[config.mk]
export PLATFORM = sky130hd
export DESIGN_NAME = dpram_fifo_ctrl
export DESIGN_NICKNAME = d
export VERILOG_FILES = /design/src/rtl/dpram_fifo_ctrl.sv
export SDC_FILE = /design/constraint.sdc
export NUM_CORES = 1
export LEC_CHECK = 0
export ABC_AREA = 0
export CAP_MARGIN = 40
export CORE_MARGIN = 5
export CORE_UTILIZATION = 45
export CTS_CLUSTER_DIAMETER = 200
export DETAILED_ROUTE_END_ITERATION = 7
export DONT_BUFFER_PORTS = 1
export PLACE_DENSITY = 0.6
export SYNTH_ARGS = -nofsm -noshare
export SYNTH_HDL_FRONTEND = slang
export SYNTH_SLANG_ARGS = --single-unit
[constraint.sdc]
create_clock -name clk -period 3.95 [get_ports clk]
set_input_delay 0.79 -clock clk [delete_from_list [all_inputs] [get_ports clk]]
set_output_delay 0.79 -clock clk [all_outputs]
set_load 0.01 [all_outputs]
[src/rtl/dpram_fifo_ctrl.sv]
// First-word-fall-through FIFO controller around a 1-cycle-latency dual-port RAM,
// with a 2-entry output buffer (head + skid) to sustain one word per clock.
module dpram_fifo_ctrl #(
  parameter int unsigned DATA_W = 8,
  parameter int unsigned ADDR_W = 10,
  parameter int unsigned DEPTH  = 1024,
  parameter int unsigned LVL_W  = 11
) (
  input  logic              clk,
  input  logic              rst_n,
  input  logic              flush,
  input  logic              in_valid,
  output logic              in_ready,
  input  logic [DATA_W-1:0] in_data,
  output logic              out_valid,
  input  logic              out_ready,
  output logic [DATA_W-1:0] out_data,
  output logic [LVL_W-1:0]  level,
  output logic [ADDR_W-1:0] ram_waddr,
  output logic [ADDR_W-1:0] ram_raddr,
  output logic [DATA_W-1:0] ram_din,
  output logic              ram_wen,
  output logic              ram_ren,
  input  logic [DATA_W-1:0] ram_dout
);

  localparam int unsigned BUF_W = 3;

  logic [ADDR_W-1:0] wptr, rptr;
  logic [LVL_W-1:0]  ram_cnt, ram_cnt_nxt, level_nxt;
  logic              rd_pend;
  logic              skid_v;
  logic [DATA_W-1:0] skid;

  logic              push, pop;
  logic [BUF_W-1:0]  buf_cnt, buf_cnt_nxt;
  logic              head_v_nxt, skid_v_nxt;
  logic [DATA_W-1:0] head_nxt, skid_nxt;
  logic [ADDR_W-1:0] wptr_inc, rptr_inc;

  assign push      = in_valid & in_ready & ~flush;
  assign pop       = out_valid & out_ready;
  assign buf_cnt   = BUF_W'(out_valid) + BUF_W'(skid_v);

  assign ram_wen   = push;
  assign ram_waddr = wptr;
  assign ram_raddr = rptr;
  assign ram_din   = in_data;

  assign wptr_inc  = (wptr == ADDR_W'(DEPTH - 1)) ? '0 : wptr + ADDR_W'(1);
  assign rptr_inc  = (rptr == ADDR_W'(DEPTH - 1)) ? '0 : rptr + ADDR_W'(1);

  // Read issue: only while the buffer plus the in-flight read leaves room after this cycle's pop
  always_comb begin
    ram_ren = 1'b0;
    if (!flush && ram_cnt != '0 &&
        (buf_cnt + BUF_W'(rd_pend)) < (BUF_W'(2) + BUF_W'(pop))) begin
      ram_ren = 1'b1;
    end
  end

  assign ram_cnt_nxt = ram_cnt + LVL_W'(push) - LVL_W'(ram_ren);

  // Output buffer: pop shifts skid to head, then the RAM return fills the first free slot
  always_comb begin
    head_v_nxt = out_valid;
    skid_v_nxt = skid_v;
    head_nxt   = out_data;
    skid_nxt   = skid;
    if (pop) begin
      if (skid_v) begin
        head_nxt   = skid;
        skid_v_nxt = 1'b0;
      end else begin
        head_v_nxt = 1'b0;
      end
    end
    if (rd_pend) begin
      if (!head_v_nxt) begin
        head_nxt   = ram_dout;
        head_v_nxt = 1'b1;
      end else begin
        skid_nxt   = ram_dout;
        skid_v_nxt = 1'b1;
      end
    end
  end

  assign buf_cnt_nxt = BUF_W'(head_v_nxt) + BUF_W'(skid_v_nxt);
  assign level_nxt   = ram_cnt_nxt + LVL_W'(ram_ren) + LVL_W'(buf_cnt_nxt);

  always_ff @(posedge clk or negedge rst_n) begin
    if (!rst_n) begin
      wptr      <= '0;
      rptr      <= '0;
      ram_cnt   <= '0;
      rd_pend   <= 1'b0;
      out_valid <= 1'b0;
      out_data  <= '0;
      skid_v    <= 1'b0;
      skid      <= '0;
      level     <= '0;
      in_ready  <= 1'b0;
    end else if (flush) begin
      wptr      <= '0;
      rptr      <= '0;
      ram_cnt   <= '0;
      rd_pend   <= 1'b0;
      out_valid <= 1'b0;
      out_data  <= '0;
      skid_v    <= 1'b0;
      skid      <= '0;
      level     <= '0;
      in_ready  <= 1'b1;
    end else begin
      if (push) wptr <= wptr_inc;
      if (ram_ren) rptr <= rptr_inc;
      ram_cnt   <= ram_cnt_nxt;
      rd_pend   <= ram_ren;
      out_valid <= head_v_nxt;
      out_data  <= head_nxt;
      skid_v    <= skid_v_nxt;
      skid      <= skid_nxt;
      level     <= level_nxt;
      in_ready  <= (ram_cnt_nxt < LVL_W'(DEPTH));
    end
  end

endmodule
Word-level counts from Yosys, hierarchy flattened:

Cells that the tools add are included.

* input bits: 21
* word-level logic and storage cells: 64
* flip-flop bits (word level): 62
* output and inout bits: 51

* multiplexer cells: 27
* equal/unequal tests: 2
* order comparisons: 2
* bitwise gates (word level): 4
* add/sub/neg operators: 10
* reductions and logical operators: 9

Operator list (number)
* two-way mux 8 bit: 8
* two-way mux 10 bit: 6
* adder 11 x 1 -> 11 bit: 2
* two-way mux 11 bit: 2
* adder 10 x 1 -> 10 bit (second input constant): 2
* equality test 10 bit (second input constant): 2
* adder 11 x 2 -> 11 bit: 1
* less-than comparator 11 bit (second input constant): 1
* two-way mux 1 bit: 11
* nonzero test 11 bit: 1
* subtractor 11 x 1 -> 11 bit: 1
* nonzero test 2 bit: 4
* adder 1 x 1 -> 2 bit: 2
* adder 2 x 1 -> 3 bit: 1
* adder 2 x 1 -> 3 bit (first input constant): 1
* bitwise AND 1 bit: 3
* less-than comparator 3 bit: 1
* logical AND 1 bit: 2
* AND reduction 2 bit: 1
* zero test 1 bit: 1
* NOT 1 bit: 1

Longest topological paths before layout:

Gate-level depths: netlist of the first run.

* depth in word-level cells: 9
* depth in mapped cells: 17
* gate-level depth less buffers: 17

Worst setup path after synthesis of the first run:

Ideal clock, no wire load.

* kind: reg-to-reg
* start point: reg out_valid
* end point: reg level[5]
* data required time: 3825 ps
* cell stages (with the launch flop): 18
* buffers on the path: 0
* setup slack: -70 ps
* arrival: 3895 ps
* setup time: 125 ps
* clock period less this slack: 4020 ps
* cell sequence: dfrtp_1 inv_1 fa_1 a31oi_1 a311o_1 inv_1 ha_1 inv_1 ha_1 inv_1 fa_1 inv_1 ha_1 a21oi_1 nor2_1 a31o_2 o311ai_1 mux2_2

* word-level cells in the longest chain between the ends: 9
* elaborated cells on any way between the ends: 18
* classes of those cells: 7 x add/sub; 1 x order compare; 8 x mux; 1 x bitwise; 1 x reduce/logical

Ends and longest elaborated chain
* from (decl): line 15 `output logic out_valid,`
* from (signal assigned): line 120 `out_valid <= head_v_nxt;`
* adder 1 x 1 -> 2 bit / bitwise AND 1 bit (equally long branches): line 43, 42
* adder 2 x 1 -> 3 bit: line 57 `(buf_cnt + BUF_W'(rd_pend)) < (BUF_W'(2) + BUF_W'(pop))) begin`
* less-than comparator 3 bit (*): line 57
* logical AND 1 bit (*): line 56 `if (!flush && ram_cnt != '0 &&`
* two-way mux 1 bit (*): line 56
* named net ram_ren: line 23 `output logic ram_ren,`
* subtractor 11 x 1 -> 11 bit: line 62 `assign ram_cnt_nxt = ram_cnt + LVL_W'(push) - LVL_W'(ram_ren);`
* adder 11 x 1 -> 11 bit (*): line 90 `assign level_nxt = ram_cnt_nxt + LVL_W'(ram_ren) + LVL_W'(buf_cnt_nxt);`
* adder 11 x 2 -> 11 bit (*): line 90
* two-way mux 11 bit (*): line 104 `end else if (flush) begin`
* to (signal assigned): line 124 `level <= level_nxt;`
* to (decl): line 18 `output logic [LVL_W-1:0] level,`

The timed path passes the listed nets; every way through them passes the cells marked *.
A chain may end at the register's enable or synchronous reset.

Worst setup path in the final report of the first run:

* start point: reg out_valid
* end point: reg level[5]

* word-level cells in the longest chain between the ends: 9
* elaborated cells on any way between the ends: 18
* classes of those cells: 7 x add/sub; 1 x order compare; 8 x mux; 1 x bitwise; 1 x reduce/logical

Ends and longest elaborated chain (line)
* adder 1 x 1 -> 2 bit / bitwise AND 1 bit (equally long branches): 43, 42
* adder 2 x 1 -> 3 bit: 57
* less-than comparator 3 bit: 57
* logical AND 1 bit: 56
* two-way mux 1 bit: 56
* subtractor 11 x 1 -> 11 bit: 62
* adder 11 x 1 -> 11 bit: 90
* adder 11 x 2 -> 11 bit (*): 90
* two-way mux 11 bit (*): 104

Mark *: on every way between the ends. The rest lies on a longest branch, timed or not.

==> results of run 1 <==
==> cells in the mapped netlist, types with 4 or more instances <==
cell | n | area, um2
clkbuf_1 | 5 | 18.8
buf_4 | 11 | 82.6
and3_1 | 6 | 37.5
ha_1 | 20 | 250
nor2b_1 | 5 | 31.3
nand2b_1 | 11 | 68.8
nand3b_1 | 5 | 37.5
nor2_1 | 46 | 173
a21o_1 | 5 | 37.5
inv_1 | 26 | 97.6
a211oi_1 | 9 | 67.6
xnor2_1 | 10 | 87.6
nand2_1 | 22 | 82.6
dfrtp_1 | 62 | 1550
nand3_1 | 11 | 55.1
a21oi_1 | 15 | 75.1
and2_1 | 4 | 25.0
mux2i_1 | 10 | 100
xor2_1 | 6 | 52.6
o21ai_0 | 21 | 105
a22o_1 | 9 | 78.8
==> worst max-delay path: stages (launching register included) <==
cell and delay [ps]:
dfrtp_2 370, inv_2 50, fa_1 530, a31oi_1 80, a311o_1 300, inv_2 70, ha_1 220, inv_1 70
ha_2 180, inv_1 60, fa_2 380, and2b_4 290, o21ai_2 80, xnor2_2 290, buf_4 170, a31o_2 150
o311ai_2 110, mux2_4 310
==> flip-flops by register name, summed over array words and instances (netlist names) <==
register and flops:
level 11, ram_cnt 11, ram_raddr 10, ram_waddr 10
out_data 8, skid 8, in_ready 1, out_valid 1
rd_pend 1, skid_v 1
==> area by class of cell <==
cell class                      instances  area, um2
Fill cell                             744       3720
Sequential cell                        62       1550
Inverter                               26       97.6
Clock inverter                          7        128
Clock buffer                            9        124
Tap cell                              102        128
Timing Repair Buffer                   17        128
Multi-Input combinational cell        273       1930
==> what timing repair did <==
| action | in CTS | in global routing |
|---|---|---|
| hold buffers | 0 | 0 |
| setup buffers | 0 | 9 |
| gates resized for setup | 1 | 10 |
| endpoints found under the hold margin | 0 | 0 |
| gates cloned | 0 | 0 |
| endpoints found under the setup margin | 1 | 5 |
| pin swaps | 0 | 6 |
==> power by group <==
| part | switching [mW] | internal (mW) |
|---|---|---|
| clock | 0.294 | 0.430 |
| combinational | 1.15 | 0.927 |
| sequential | 0.131 | 0.776 |
==> logic make-up after synthesis <==
family                     count (synthesis)  synth area share [%]
AOI/OAI and AO/OA                         90                  17.3
muxes                                     11                  3.06
and+or+nand+nor                          132                  18.5
buffers and inverters                     44                  5.67
xor gates and xnor gates                  17                  4.30
DFF                                       62                  42.6
adders and majority gates                 23                  8.52
==> per-stage QoR <==
step / cells / setup slack [ps] / hold WS, ps / cell area, um2
6_report: 496 / 122 / 130 / 4080
5_1_grt: 496 / -18.4 / 105 / 4080
3_3_place_gp: 471 / 146 / 487 / 3720
4_1_cts: 487 / 6.28 / 102 / 3980
2_1_floorplan: 379 / 17.7 / 472 / 3640
3_5_place_dp: 471 / 10.2 / 494 / 3720
==> worst paths after layout <==
check                           startpoint      endpoint  cells after the start
worst min register to register     skid[4]       skid[4]                      1
worst max-delay path             out_valid      level[5]                     17
worst min-delay path                 rst_n      level[0]                      0
max in group asynchronous            rst_n   out_data[5]                      0
worst max register to register   out_valid      level[5]                     17
min in group clk                     flush  ram_waddr[8]                      1
==> layer usage <==
metal | GRT usage (%) | wire length, um
met5 | 0 | 0
met1 | 22.6 | 3790
met3 | 5.63 | 509
met2 | 26.3 | 3930
met4 | 6.20 | 130
==> flow_metrics.env, run 1 <==
export IMPL_placementRows=32
export IMPL_setup_viol=0
export IMPL_ys_seq_elements=62
export IMPL_wl_per_cell_um=16.9
export IMPL_hold_class="input port to async pin"
export IMPL_initial_utilization_pct=46.6
export IMPL_power_density_nw_per_um2=908
export IMPL_slew_viol_final=0
export IMPL_leakage_nw=1.94
export IMPL_clockBufferDepth=2
export IMPL_grt_first_pass_wirelength_um=13500
export IMPL_synth_distinct_cells=58
export IMPL_fmax_mhz=261
export IMPL_clock_latency_ps=360
export IMPL_place_hpwl_um=5940
export IMPL_tritoncts_num_buffers=9
export IMPL_power_mw=3.71
export IMPL_cts_root_buf="clkbuf_8"
export IMPL_fin_skew_ps=14.5
export IMPL_yosysWarnings=0
export IMPL_antenna_found_initial=0
export IMPL_fin_setup_tns_ps=0
export IMPL_cp_max_fo=7
export IMPL_path_class="flip-flop to flip-flop"
export IMPL_io_pins=72
export IMPL_layout_common_cells="dfrtp_1, nor2_1, inv_1"
export IMPL_wirelength_um=8360
export IMPL_rrSetupSlack_ps=120
export IMPL_syn_area_per_cell_um2=9.61
export IMPL_synth_async_reset_ratio_pct=100
export IMPL_antenna_cells=0
export IMPL_cts_tree="built"
export IMPL_synth_seq_area_share_pct=42.6
export IMPL_crit_arrival_ps=4060
export IMPL_grtUsageTotal_pct=17.1
export IMPL_synth_edf_count=0
export IMPL_die_area_um2=9990
export IMPL_vias_per_cell=5.67
export IMPL_grt_start_max_net_pins=63
export IMPL_area_growth_pct=12.2
export IMPL_final_min_period_over_clock_period_pct=96.9
export IMPL_post_route_min_period_ps=3830
export IMPL_die_y_um=100
export IMPL_layout_commonest_cell="dfrtp_1"
export IMPL_drt_pass1_iter_count=4
export IMPL_ys_flop_type="dfrtp_1"
export IMPL_ir_drop_v=0.000420
export IMPL_clkTransAtPathRegs_ps=90
export IMPL_fin_nets=433
export IMPL_post_route_util_pct=52.3
export IMPL_via_count=2811
export IMPL_synth_area_um2=3640
export IMPL_place_congestion=0.793
export IMPL_drive_gt1_share_pct=14.7
export IMPL_syn_inst=379
export IMPL_tightest_slew_ps=683
export IMPL_core_area_um2=7810
export IMPL_cts_sinks=62
export IMPL_antenna_left=0
export IMPL_cap_viol_max_count=0
export IMPL_critPathRequiredTime_ps=4180
export IMPL_endpoint_kind="flip-flop"
export IMPL_fp_dieW_um=100
export IMPL_drt_iter0_markers=143
export IMPL_outcome="finished, final reports clean"
export IMPL_grt_overflow_total=0
export IMPL_hold_viol=0
export IMPL_grt_pass1_vias=2689
export IMPL_io_buffer_count=0
export IMPL_cts_max_level=3
export IMPL_drc=0
export IMPL_synth_fp_nets=423
export IMPL_critPathLaunchType="flip-flop"
export IMPL_slew_headroom_pct=54.5
(Power assumes the default switching activity.)
==> run 2: changes to the inputs <==
CORE_MARGIN = 1.5   (was 5)
==> run 2 against run 1 <==
Power shrank 9.5%. Sequential share of layout area increased by 1.4 points. Cell count decreased by 1.8%. Non-clock buffer count shrank 9. Sequential cell count unchanged. Die area decreased by 14%. Via count down 2.1%. Highest routed layer unchanged. Fmax is 1.8% higher.
==> flow_metrics.env, run 2 (synthesized netlist as in run 1, its figures left out) <==
export IMPL_layout_common_cells="dfrtp_1, nor2_1, inv_1"
export IMPL_place_congestion=0.823
export IMPL_design_area_um2=3940
export IMPL_cts_sinks=62
export IMPL_post_route_min_period_ps=3760
export IMPL_clockBufferDepth=2
export IMPL_hold_class="input port to async pin"
export IMPL_netSwitchingPower_mw=1.52
export IMPL_power_density_nw_per_um2=851
export IMPL_grtUsageTotal_pct=20.1
export IMPL_drc=0
export IMPL_swShare_pct=45.2
export IMPL_slew_viol_final=0
export IMPL_post_route_util_pct=50.7
export IMPL_clkTransAtPathRegs_ps=70
export IMPL_endpoint_kind="flip-flop"
export IMPL_critPathLaunchType="flip-flop"
export IMPL_path_class="flip-flop to flip-flop"
export IMPL_cts_tree="built"
export IMPL_fin_setup_tns_ps=0
export IMPL_p_seq_share_pct=27.0
export IMPL_critPathCapture="level[5]"
export IMPL_fp_dieW_um=93.0
export IMPL_leakage_nw=1.85
export IMPL_rrSetupSlack_ps=190
export IMPL_postCtsHoldBufs=0
export IMPL_initial_utilization_pct=46.9
export IMPL_io_pins=72
export IMPL_setup_viol=0
export IMPL_final_min_period_over_clock_period_pct=95.2
export IMPL_die_y_um=93.0
export IMPL_reg2regPathDepth=17
export IMPL_tritoncts_num_buffers=9
export IMPL_grt_overflow_total=0
export IMPL_slew_headroom_pct=48.0
export IMPL_drive_gt1_share_pct=11.9
export IMPL_cell_internal_pwr_mw=1.84
export IMPL_vias_per_cell=5.65
export IMPL_crit_start="out_valid"
export IMPL_antenna_left=0
export IMPL_fmax_mhz=266
export IMPL_via_count=2753
export IMPL_die_area_um2=8640
export IMPL_place_hpwl_um=5630
export IMPL_ir_drop_v=0.000336
export IMPL_hold_viol=0
export IMPL_cts_root_buf="clkbuf_8"
export IMPL_clock_latency_ps=340
export IMPL_rr_endpoint="level[5]"
export IMPL_antenna_found_initial=0
export IMPL_cap_viol_max_count=0
export IMPL_fin_skew_ps=9.02
export IMPL_crit_arrival_ps=4000
export IMPL_fin_nets=424
export IMPL_layout_commonest_cell="dfrtp_1"
export IMPL_grt_start_max_net_pins=63
export IMPL_drt_pass1_iter_count=4
export IMPL_placementRows=32
export IMPL_wl_per_cell_um=16.7
export IMPL_p_clk_share_pct=14.8
export IMPL_outcome="finished, final reports clean"
export IMPL_grt_first_pass_wirelength_um=13600
export IMPL_r2r_start="out_valid"
export IMPL_rsz0062_at_grt="no"
export IMPL_power_mw=3.35
export IMPL_cts_max_level=3
export IMPL_area_growth_pct=8.21
export IMPL_share_comb_of_total_power_pct=58.1
export IMPL_dpl_cell_area_um2=3710
export IMPL_cp_max_fo=4
export IMPL_core_area_um2=7770
export IMPL_critPathRequiredTime_ps=4180
export IMPL_tightest_slew_ps=769
export IMPL_reg_top3="level x11, ram_cnt x11"
export IMPL_drt_iter0_markers=137
export IMPL_wirelength_um=8150
export IMPL_antenna_cells=0
export IMPL_grt_pass1_vias=2722
export IMPL_io_buffer_count=0
==> run 2: cell types whose count changed in the layout (fill, tap and decap cells not counted), sizes merged <==
| cell | delta |
|---|---|
| buf | -9 |
| bufinv | -3 |
| clkbuf | +3 |
| clkinv | +3 |
| clkinvlp | +1 |
| inv | -4 |
==> run 2: layout make-up <==
cell class | count | area, um2
clock buffer | 12 | 145
clock inverter | 4 | 22.5
fill | 739 | 3830
inverter | 26 | 97.6
multi-input combinational | 273 | 1930
sequential | 62 | 1550
tap | 102 | 128
timing repair buffer | 8 | 60.1
==> run 2: layer usage <==
layer	vias to the layer above	share of wire [%]	wire length [um]	GRT usage (%)
li1	1329	-	-	-
met1	1333	45	3670	26.7
met2	77	47	3800	30.5
met3	14	7.2	588	7.64
met4	0	1.1	92	5.43
met5	-	0	0	0
==> run 2: timing repair <==
action | 4_1_cts | 5_1_grt
buffers inserted | 0 | 1
endpoints found under the setup margin | 0 | 6
resized for setup | 0 | 10
==> run 2: how the worst min path moves through the flow <==
stage / slack [ps] / cells past startpoint / from / to
after floorplan: 470 / 1 / skid[0] / skid[0]
after global placement: 490 / 1 / skid[7] / skid[7]
after detailed placement: 490 / 1 / skid[5] / skid[5]
after CTS: 120 / 0 / rst_n / ram_raddr[9]
after global routing: 110 / 0 / rst_n / ram_raddr[8]
final: 130 / 0 / rst_n / ram_raddr[9]
==> run 2: worst max-delay path: stages (launching register included) <==
cell	delay [ps]
dfrtp_2	360
inv_2	50
fa_1	530
a31oi_1	80
a311o_1	300
inv_2	70
ha_1	230
inv_2	70
ha_4	120
inv_1	50
fa_2	530
inv_1	90
ha_4	230
a21oi_2	170
nor2_4	60
a31o_2	240
o311ai_1	90
mux2_2	370
==> run 2: power by group through the flow <==
stage / Clock, mW / Sequential, mW / Combinational [mW]
final: 0.498 / 0.906 / 1.95
after global routing: 0.536 / 0.925 / 2.16
after CTS: 0.513 / 0.909 / 1.83
after detailed placement: 0 / 0.919 / 1.82
after global placement: 0 / 0.919 / 1.81
after floorplan: 0 / 0.893 / 1.42
==> run 2: stage by stage <==
| step | std cells | setup slack (ps) | hold WS (ps) |
|---|---|---|---|
| floorplan | 379 | 17.7 | 472 |
| global placement | 470 | 132 | 488 |
| detailed placement | 470 | 33.2 | 492 |
| CTS | 486 | 35.8 | 115 |
| global route | 487 | 36.0 | 109 |
| finish | 487 | 189 | 130 |
==> run 3: changes to the inputs <==
BUFFER_PORTS_ARGS = -buffer_cell sky130_fd_sc_hd__buf_4   (was not set)
DONT_BUFFER_PORTS = not set   (was 1)
PLACE_DENSITY = 0.68   (was 0.6)
==> run 3 against run 2 <==
Setup slack got worse by 58 ps. Non-clock buffer count rose by 60. First-iteration DRC count fell by 28%. Die area did not move. Power rose by 8.3%. Highest routed layer unchanged.
==> flow_metrics.env, run 3 (synthesized netlist as in run 1, its figures left out) <==
export IMPL_outcome="finished, final reports clean"
export IMPL_cts_tree="built"
export IMPL_critPathRequiredTime_ps=4180
export IMPL_io_buffer_count=55
export IMPL_power_density_nw_per_um2=819
export IMPL_final_min_period_over_clock_period_pct=96.7
export IMPL_netSwitchingPower_mw=1.56
export IMPL_place_hpwl_um=5800
export IMPL_tritoncts_num_buffers=9
export IMPL_die_y_um=93.0
export IMPL_reg_top3="level x11, ram_cnt x11"
export IMPL_swShare_pct=42.9
export IMPL_hold_class="input port to async pin"
export IMPL_crit_arrival_ps=4050
export IMPL_drt_pass1_iter_count=5
export IMPL_crit_path_frequent_cell="inv_2"
export IMPL_wirelength_um=8470
export IMPL_slew_viol_final=0
export IMPL_antenna_left=0
export IMPL_tightest_slew_ps=787
export IMPL_fill_cells=700
export IMPL_grt_overflow_total=0
export IMPL_cts_max_level=3
export IMPL_fin_nets=484
export IMPL_post_route_min_period_ps=3820
export IMPL_cp_max_fo=6
export IMPL_path_class="flip-flop to flip-flop"
export IMPL_post_place_ws_ps=-29.9
export IMPL_wl_per_cell_um=15.5
export IMPL_endpoint_kind="flip-flop"
export IMPL_design_area_um2=4440
export IMPL_clkTransAtPathRegs_ps=70
export IMPL_drive_gt1_share_pct=25.0
export IMPL_setup_viol=0
export IMPL_p_seq_share_pct=23.7
export IMPL_leakage_nw=2.17
export IMPL_grt_start_max_net_pins=63
export IMPL_p_clk_share_pct=16.1
export IMPL_io_pins=72
export IMPL_fmax_mhz=262
export IMPL_cell_internal_pwr_mw=2.07
export IMPL_antenna_cells=0
export IMPL_drt_iter0_markers=99
export IMPL_layout_common_cells="buf_4, dfrtp_1, nor2_1"
export IMPL_fp_dieW_um=93.0
export IMPL_cts_root_buf="clkbuf_8"
export IMPL_grt_pass1_vias=3009
export IMPL_cap_viol_max_count=0
export IMPL_critPathLaunchType="flip-flop"
export IMPL_post_route_util_pct=57.1
export IMPL_cpMaxStageDelayCell="fa_1"
export IMPL_crit_path_cell_trace="inv_2 -> fa_1 -> a31oi_1 -> a311o_1 -> inv_2 -> ha_1 -> inv_2 -> ha_4 -> inv_2 -> fa_2 -> and2b_4 -> o21ai_1 -> xnor2_2 -> buf_4 -> a31o_2 -> o311ai_1 -> mux2_2"
export IMPL_postCtsHoldBufs=0
export IMPL_stdcell_count=546
export IMPL_initial_utilization_pct=46.9
export IMPL_area_growth_pct=21.8
export IMPL_core_area_um2=7770
export IMPL_path_buf_inv=5
export IMPL_cts_sinks=62
export IMPL_dp_cells=526
export IMPL_layout_commonest_cell="buf_4"
export IMPL_share_comb_of_total_power_pct=60.2
export IMPL_slew_headroom_pct=47.5
export IMPL_clock_latency_ps=340
export IMPL_antenna_found_initial=0
export IMPL_critPathMaxStageDelay_ps=530
export IMPL_clockBufferDepth=2
export IMPL_fin_skew_ps=9.31
export IMPL_grtUsageTotal_pct=20.5
export IMPL_dpl_cell_area_um2=4130
export IMPL_vias_per_cell=5.51
export IMPL_place_congestion=0.851
export IMPL_placementRows=32
export IMPL_hold_viol=0
export IMPL_holdWs_ps=509
export IMPL_die_area_um2=8640
export IMPL_cp_top_family="adder cells"
export IMPL_ir_drop_v=0.000352
export IMPL_grt_first_pass_wirelength_um=14000
export IMPL_drc=0
export IMPL_setup_ws_ps=131
export IMPL_via_count=3009
==> run 3: cell types whose count changed in the layout (fill, tap and decap cells not counted) <==
| cell | previous run | this run |
|---|---|---|
| buf_4 | 8 | 68 |
| bufinv_16 | 0 | 1 |
| clkbuf_1 | 2 | 0 |
| clkbuf_8 | 10 | 12 |
| clkinv_2 | 3 | 1 |
| inv_1 | 23 | 20 |
| inv_2 | 3 | 6 |
| nor3_1 | 3 | 2 |
| nor3_2 | 0 | 1 |
==> run 3: worst paths after layout <==
kind | start | endpoint | slack (ps) | cells past startpoint
max | out_valid | level[5] | 130 | 17
min in group clk | skid[1] | skid[1] | 510 | 1
min | rst_n | ram_waddr[9] | 510 | 1
max reg2reg | out_valid | level[5] | 130 | 17
min reg2reg | skid[1] | skid[1] | 510 | 1
max in group asynchronous | rst_n | out_valid | 2860 | 1
==> run 3: worst register-to-register path: cells and delay by family (launching register included) <==
| kind | cells | cell delay (ps) |
|---|---|---|
| compound gates | 5 | 810 |
| xor+xnor | 1 | 200 |
| fa+ha+maj | 4 | 1290 |
| buf+inv | 5 | 400 |
| flops | 1 | 360 |
| mux | 1 | 370 |
| simple gates | 1 | 280 |
==> run 3: timing repair <==
action	in CTS	in global routing
endpoints found under the setup margin	3	6
buffers inserted	1	4
cloned	0	0
resized for setup	4	10
pin swaps	1	7
==> run 3: layout make-up <==
cell class,instances,area [um2],share of cell area [%]
clock inverters,3,42.5,0.959
multi-input cells,273,1940,43.7
well taps,102,128,2.88
clock buffers,12,165,3.72
repair buffers,68,510,11.5
flip-flops and latches,62,1550,35.0
inverters,26,97.6,2.20
==> run 3: power by group through the flow <==
stage | sequential [mW] | clock (mW) | combinational, mW
CTS | 0.863 | 0.594 | 2.06
global placement | 0.870 | 0 | 1.94
floorplan | 0.893 | 0 | 1.42
global route | 0.877 | 0.624 | 2.40
finish | 0.862 | 0.583 | 2.19
detailed placement | 0.871 | 0 | 1.97
==> run 3: routing by layer <==
metal	up-vias	share of wire [%]	GRT usage (%)	routed length (um)
met5	-	0	0	0
li1	1458	-	-	-
met4	0	1.4	8.96	116
met1	1453	47	27.7	4020
met3	14	4.1	3.45	345
met2	84	47	32.5	3990
==> run 3: stage by stage <==
stage	total power [mW]	setup TNS (ps)
2_1_floorplan	2.32	0
3_3_place_gp	2.81	0
3_5_place_dp	2.85	-29.9
4_1_cts	3.52	-2.49
5_1_grt	3.90	-3.24
6_report	3.63	0
